[config.mk]
export PLATFORM = sky130hd
export DESIGN_NAME = onewire_master
export DESIGN_NICKNAME = d
export VERILOG_FILES = /design/src/rtl/onewire_pkg.sv /design/src/rtl/onewire_sync.sv /design/src/rtl/onewire_master.sv
export SDC_FILE = /design/constraint.sdc
export NUM_CORES = 1
export LEC_CHECK = 0
export ABC_CLOCK_PERIOD_IN_PS = 6100
export BUFFER_PORTS_ARGS = -buffer_cell sky130_fd_sc_hd__buf_2
export CAP_MARGIN = 10
export CELL_PAD_IN_SITES_DETAIL_PLACEMENT = 0
export CELL_PAD_IN_SITES_GLOBAL_PLACEMENT = 1
export CORE_ASPECT_RATIO = 1.1
export CORE_UTILIZATION = 41
export CTS_CLUSTER_DIAMETER = 60
export CTS_CLUSTER_SIZE = 10
export DETAILED_ROUTE_END_ITERATION = 10
export HOLD_SLACK_MARGIN = 0.03
export PLACE_DENSITY_LB_ADDON = 0.1
export SLEW_MARGIN = 20
export SYNTH_ARGS = -nofsm -noshare
export SYNTH_HDL_FRONTEND = slang
export SYNTH_HIERARCHICAL = 1
export SYNTH_SLANG_ARGS = --single-unit
[constraint.sdc]
create_clock -name i_clk -period 6.1 [get_ports i_clk]
set_input_delay 0.915 -clock i_clk [delete_from_list [all_inputs] [get_ports i_clk]]
set_output_delay 0.915 -clock i_clk [all_outputs]
set_load 0.1 [all_outputs]
[src/rtl/onewire_pkg.sv]
// Shared encodings and microsecond timing constants for the 1-Wire master.
package onewire_pkg;

  typedef enum logic [1:0] {
    CMD_RESET = 2'b00,
    CMD_WRITE = 2'b01,
    CMD_READ  = 2'b10,
    CMD_RSV   = 2'b11
  } cmd_e;

  typedef enum logic [2:0] {
    ST_IDLE     = 3'd0,
    ST_RST_LOW  = 3'd1,
    ST_RST_WAIT = 3'd2,
    ST_SLOT_LOW = 3'd3,
    ST_SLOT_REL = 3'd4,
    ST_RECOVER  = 3'd5
  } state_e;

  localparam logic [9:0] T_RST_US  = 10'd480;
  localparam logic [9:0] T_PRES_US = 10'd70;
  localparam logic [9:0] T_W0_US   = 10'd60;
  localparam logic [9:0] T_W1_US   = 10'd6;
  localparam logic [9:0] T_RD_US   = 10'd15;
  localparam logic [9:0] T_SLOT_US = 10'd70;
  localparam logic [9:0] T_REC_US  = 10'd2;

  // Reads share the short write-1 low pulse, so callers pass wbit=1 for reads.
  function automatic logic [9:0] slot_low_us(input logic wbit);
    return wbit ? T_W1_US : T_W0_US;
  endfunction

endpackage

[src/rtl/onewire_sync.sv]
// Two-flop synchronizer for the asynchronous pad input.
// ONEWIRE_GLITCH_FILTER_EN adds a 3-sample majority filter clocked by the us tick.
module onewire_sync (
  input  logic i_clk,
  input  logic i_reset,
  input  logic i_tick,
  input  logic i_pad,
  output logic o_line
);

  logic [1:0] r_sync;

  always_ff @(posedge i_clk) begin
    if (i_reset) r_sync <= 2'b00;
    else         r_sync <= {r_sync[0], i_pad};
  end

`ifdef ONEWIRE_GLITCH_FILTER_EN
  logic [2:0] r_hist;

  // History starts at the idle (released, pulled-up) level.
  always_ff @(posedge i_clk) begin
    if (i_reset)     r_hist <= 3'b111;
    else if (i_tick) r_hist <= {r_hist[1:0], r_sync[1]};
  end

  assign o_line = (r_hist[0] & r_hist[1]) | (r_hist[0] & r_hist[2]) | (r_hist[1] & r_hist[2]);
`else
  logic w_unused_tick;
  assign w_unused_tick = i_tick;
  assign o_line        = r_sync[1];
`endif

endmodule

[src/rtl/onewire_master.sv]
// 1-Wire bus master: reset/presence, write-bit and read-bit slots on an open-drain pad.
// Optional majority filter on the sampled line via ONEWIRE_GLITCH_FILTER_EN.
//
//   state       | meaning
//   ST_IDLE     | line released, waiting for a command
//   ST_RST_LOW  | reset pulse, line driven low
//   ST_RST_WAIT | line released, presence sampled
//   ST_SLOT_LOW | slot start, line driven low (long for write 0)
//   ST_SLOT_REL | line released, read bit sampled, slot runs out
//   ST_RECOVER  | inter-slot recovery, response issued on exit
module onewire_master
  import onewire_pkg::*;
#(
  parameter int unsigned CLK_DIV = 50
) (
  input  logic       i_clk,
  input  logic       i_reset,
  input  logic       i_cmd_valid,
  input  logic [1:0] i_cmd,
  input  logic       i_cmd_wbit,
  output logic       o_cmd_ready,
  output logic       o_rsp_valid,
  output logic       o_rsp_bit,
  output logic       o_busy,
  input  logic       i_pad,
  output logic       o_pad_o,
  output logic       o_pad_t
);

  localparam logic [7:0] PRESC_TC = 8'(CLK_DIV - 1);

  state_e     r_state, w_next;
  logic [7:0] r_presc;
  logic [9:0] r_us, w_limit;
  logic       r_wbit, r_is_read, r_sample, r_rsv, r_rsp_hold;
  logic       w_tick, w_entry, w_done, w_accept, w_line, w_pad_t, w_rec_done;
  logic       w_samp_pres, w_samp_read, w_rsp_now;

  onewire_sync u_sync (
    .i_clk   (i_clk),
    .i_reset (i_reset),
    .i_tick  (w_tick),
    .i_pad   (i_pad),
    .o_line  (w_line)
  );

  assign w_tick   = (r_presc == PRESC_TC);
  assign w_entry  = (w_next != r_state);
  assign w_accept = i_cmd_valid && o_cmd_ready;

  // Prescaler restarts with the us counter so every phase is an exact multiple of CLK_DIV.
  always_ff @(posedge i_clk) begin
    if (i_reset || w_entry) begin
      r_presc <= 8'd0;
      r_us    <= 10'd0;
    end else begin
      r_presc <= w_tick ? 8'd0 : r_presc + 8'd1;
      if (w_tick) r_us <= r_us + 10'd1;
    end
  end

  always_comb begin
    w_limit = 10'd0;
    case (r_state)
      ST_RST_LOW,
      ST_RST_WAIT: w_limit = T_RST_US;
      ST_SLOT_LOW: w_limit = slot_low_us(r_wbit);
      ST_SLOT_REL: w_limit = T_SLOT_US - slot_low_us(r_wbit);
      ST_RECOVER:  w_limit = T_REC_US;
      default:     w_limit = 10'd0;
    endcase
  end

  assign w_done = w_tick && (r_us == w_limit - 10'd1);

  always_ff @(posedge i_clk) begin
    if (i_reset) r_state <= ST_IDLE;
    else         r_state <= w_next;
  end

  always_comb begin
    w_next     = r_state;
    w_pad_t    = 1'b1;
    w_rec_done = 1'b0;
    case (r_state)
      ST_IDLE: begin
        if (w_accept) begin
          case (cmd_e'(i_cmd))
            CMD_RESET:          w_next = ST_RST_LOW;
            CMD_WRITE, CMD_READ: w_next = ST_SLOT_LOW;
            default:            w_next = ST_IDLE;
          endcase
        end
      end
      ST_RST_LOW: begin
        w_pad_t = 1'b0;
        if (w_done) w_next = ST_RST_WAIT;
      end
      ST_RST_WAIT: if (w_done) w_next = ST_RECOVER;
      ST_SLOT_LOW: begin
        w_pad_t = 1'b0;
        if (w_done) w_next = ST_SLOT_REL;
      end
      ST_SLOT_REL: if (w_done) w_next = ST_RECOVER;
      ST_RECOVER: begin
        if (w_done) begin
          w_next     = ST_IDLE;
          w_rec_done = 1'b1;
        end
      end
      default: w_next = ST_IDLE;
    endcase
  end

  // Read sample lands 15 us after slot start; the read low phase is always the short one.
  assign w_samp_pres = (r_state == ST_RST_WAIT) && w_tick && (r_us == T_PRES_US - 10'd1);
  assign w_samp_read = (r_state == ST_SLOT_REL) && r_is_read && w_tick &&
                       (r_us == T_RD_US - T_W1_US - 10'd1);

  always_ff @(posedge i_clk) begin
    if (i_reset) begin
      r_wbit     <= 1'b0;
      r_is_read  <= 1'b0;
      r_sample   <= 1'b0;
      r_rsv      <= 1'b0;
      r_rsp_hold <= 1'b0;
    end else begin
      r_rsv <= w_accept && (cmd_e'(i_cmd) == CMD_RSV);
      if (w_accept) begin
        r_is_read <= (cmd_e'(i_cmd) == CMD_READ);
        r_wbit    <= (cmd_e'(i_cmd) == CMD_READ) ? 1'b1 : i_cmd_wbit;
        r_sample  <= 1'b0;
      end else if (w_samp_pres) begin
        r_sample <= ~w_line;
      end else if (w_samp_read) begin
        r_sample <= w_line;
      end
      if (o_rsp_valid) r_rsp_hold <= w_rsp_now;
    end
  end

  assign w_rsp_now   = r_rsv ? 1'b0 : r_sample;
  assign o_rsp_valid = !i_reset && (w_rec_done || r_rsv);
  assign o_rsp_bit   = o_rsp_valid ? w_rsp_now : r_rsp_hold;
  assign o_cmd_ready = (r_state == ST_IDLE) && !i_reset;
  assign o_busy      = (r_state != ST_IDLE);
  assign o_pad_o     = 1'b0;
  assign o_pad_t     = w_pad_t;

endmodule
==> results.md <==
- Top cell type's share of synthesized area: 30.0%
- Post-synth top flop: dfxtp_1
- Layout Skew: 0.00344 ns
- Post-CTS resize count: 0
- RR Startpoint: r_state[0]
- Worst Setup End Kind: output pin
- Setup WS post-layout: 1.35 ns
- Final wirelength: 4.14 mm
- RSZ-0062 raised after global routing: false
- Number of library cell types mapped by synthesis: 54
- Root buffer cell: clkbuf_8
- DRC Markers: 0
- Fin crit share: 77.9%
- CTS tree: done
- Fill count: 441
- Clk_lat worst skew: 0.28 ns
- Crit path max-delay cell type: dfxtp_1
- Clock period minus worst slack: 4.75 ns
- R2R Setup Slk: 2.74 ns
- Grt total ovfl: 0
- PortBufs: 11
- CP max stage delay: 0.73 ns
- Fmax: 211 MHz
- Maximum clock path buffer count: 2
- Hold WS: 0.436 ns
- CTS clk-pin slew, worst paths: 0.10 ns
- Wirelength per Cell: 14.9 um
- Worst vdd ir: 0.127 mV
- CP startpoint kind: flip-flop
- Data arrival time of the worst path: 3.83 ns
- Critical path origin: r_state[0]
- Chip Width: 66.4 um
- Initial antenna violation count: 0
- Worst Max-Slew Pin Slew: 0.619 ns
- Clk sinks: 28
- Final hold violation count: 0
- Worst Path Max Fanout: 18
- Mapped Area: 1870 um^2
- Initial core utilization: 43.0%
- Vias in the first global route: 1481
- Die height: 72.8 um
- N_diodes: 0
- MaxCap Viol Count: 0
- First-pass GRT wire length: 7.02 mm
- H-Tree Depth: 1
- Yosys reg bits: 28
- Drt pass-1 iters: 4
- Largest net degree at the start of global routing: 19
- Pwr dens: 219 nW/um^2
- DRT iter0 DRCs: 80
- CP required: 5.18 ns
- Hold depth: 1
- Area of the core: 4350 um^2
- Non-filler cells, final: 278
- CP top delay family: compound AO/OA/AOI/OAI gates
- Fraction of layout cells with a size suffix above 1: 12.9%
- Power Total: 0.431 mW
- Max-slew headroom: 58.7%
- Post-synthesis sequential area ratio: 30.0%
- Cts bufs inserted: 3
- Setup violations, final: 0
- Fin nets: 241
- Warnings from Yosys: 6
- FF-to-FF path depth: 10
- Mapped Nets: 241
- Top cells by area, synth: dfxtp_1 30%, ha_1 6.0%, xor2_1 5.6%
- Setup TNS: 0 ns
- GP Congestion: 0.800
- Gr usage total: 19.0%
- Leak Pwr: 0.694 nW
- Number of synthesized flops with an enable pin: 0
- DIE AREA: 4830 um^2
- Synth Instances: 225
- Hold Path End: r_rsp_hold
- Yosys top cell by area: dfxtp_1
- Via Count: 1592
- Inst Count DP: 274
- Reg2reg end: r_us[6]
- Placed wire-length estimate: 3.03 mm
- Synthesized area per cell: 8.31 um^2
- Max-slew violation count: 0
- Min-delay src: r_rsv
- Ys async rst share: 0%
- Hold Path Class: reg -> reg
- Vias per cell: 5.73
- Row count: 25
- Remaining antenna violation count: 0
- Worst-path cell chain: nand3b_1, inv_1, a21oi_1, ha_1, xnor2_1, a2111o_1, a211oi_2, and4_1, nand3_1, o211ai_1, buf_2
- Post-CTS Setup Bufs: 0
- Setup Slack @ Placement: 1.66 ns
- Area delta synth->final: 5.15%
- Hold Buf Count CTS: 0
- Setup Crit Path Kind: reg -> out
- Top-level I/O count: 13
- Worst path buffer plus inverter count: 2
- Status: completed
==> worst reg2reg max path: stages, from the launching register on <==
cell,delay [ns]
dfxtp_1,0.73
nand3b_1,0.33
inv_1,0.14
a21oi_1,0.07
ha_1,0.32
xnor2_1,0.12
a2111o_1,0.41
a211oi_2,0.21
nand4_2,0.24
a31oi_4,0.54
nor3_1,0.12
==> cells in the mapped netlist (2+ instances only) <==
cell type and count:
nand4_1 9, nor3_1 19, buf_6 3, a211oi_1 2
nand2_1 16, a2111oi_2 2, nor2_1 13, nor4_1 3
o21ai_0 6, xor2_1 12, ha_1 9, nand3b_1 3
or2_1 2, inv_1 9, buf_4 3, nand2b_1 4
o21ai_1 3, a211oi_2 2, nor3b_1 2, a21oi_1 8
nand3_1 12, buf_2 5, clkbuf_1 5, xnor2_1 9
dfxtp_1 28, nor2b_1 7, and4_1 2
==> area by class of cell <==
| class | count | area [um^2] | area share, % |
|---|---|---|---|
| Multi-Input combinational cell | 170 | 1170 | 59.3 |
| Sequential cell | 28 | 561 | 28.5 |
| Tap cell | 54 | 67.6 | 3.44 |
| Timing Repair Buffer | 12 | 62.6 | 3.18 |
| Clock buffer | 3 | 41.3 | 2.10 |
| Inverter | 10 | 37.5 | 1.91 |
| Clock inverter | 1 | 30.0 | 1.53 |
==> report_power, final <==
part / internal [mW] / switching, mW
Combinational: 0.0239 / 0.0571
Sequential: 0.188 / 0.0127
Clock: 0.0879 / 0.0611
==> worst max path at each step <==
stage	endpoint	slack, ns	cells after the start
after floorplan	o_rsp_valid	1.31	13
after global placement	o_rsp_bit	1.80	11
after detailed placement	o_rsp_bit	1.66	11
after CTS	o_rsp_bit	1.34	11
after global routing	o_rsp_bit	1.10	11
final	o_rsp_bit	1.35	11
==> state kept, by name, summed over array words and instances, names as in the netlist <==
name and cells:
u_sync/r_sync 2, r_state 3, r_is_read 1, r_wbit 1, r_rsv 1, r_presc 8, r_rsp_hold 1, r_us 10
r_sample 1
==> cell usage in the layout, fill, tap and decap left out, types with 3 or more instances in the layout <==
cell type  instances
dfxtp_1           28
nor3_1            19
nand2_1           16
nor2_1            13
nand3_1           12
xor2_1            12
buf_2             11
inv_1              9
xnor2_1            9
nand4_1            9
ha_1               9
a21oi_1            8
nor2b_1            7
o21ai_0            6
nand2b_1           4
nand3b_1           3
o21ai_1            3
nor4_1             3
clkbuf_8           3
==> metrics by stage <==
stage               cell area [um^2]  util (%)
finish                          1970      45.2
global route                    1970      45.2
CTS                             1970      45.2
detailed placement              1890      43.6
global placement                1890      43.6
floorplan                       1870         -
==> metal layers <==
layer / part of all wire, % / up-vias / routed length (um) / global-route usage [%]
met5: 0 / - / 0 / 0
met4: 0.97 / 0 / 40 / 6.15
met3: 3.8 / 4 / 158 / 2.66
met2: 49 / 41 / 2010 / 32.1
met1: 47 / 752 / 1930 / 24.7
li1: - / 795 / - / -
==> cell families (layout without fill, tap and decap cells) <==
group | Yosys count | after routing | share of synthesized area [%]
and+or+nand+nor | 101 | 101 | 30.1
AOI/OAI and AO/OA | 37 | 37 | 15.7
DFF | 28 | 28 | 30.0
buffers and inverters | 27 | 26 | 7.63
xor gates and xnor gates | 21 | 21 | 9.84
adders and majority gates | 9 | 9 | 6.02
other | 1 | 1 | 0.201
muxes | 1 | 1 | 0.535
(Power assumes the default switching activity.)
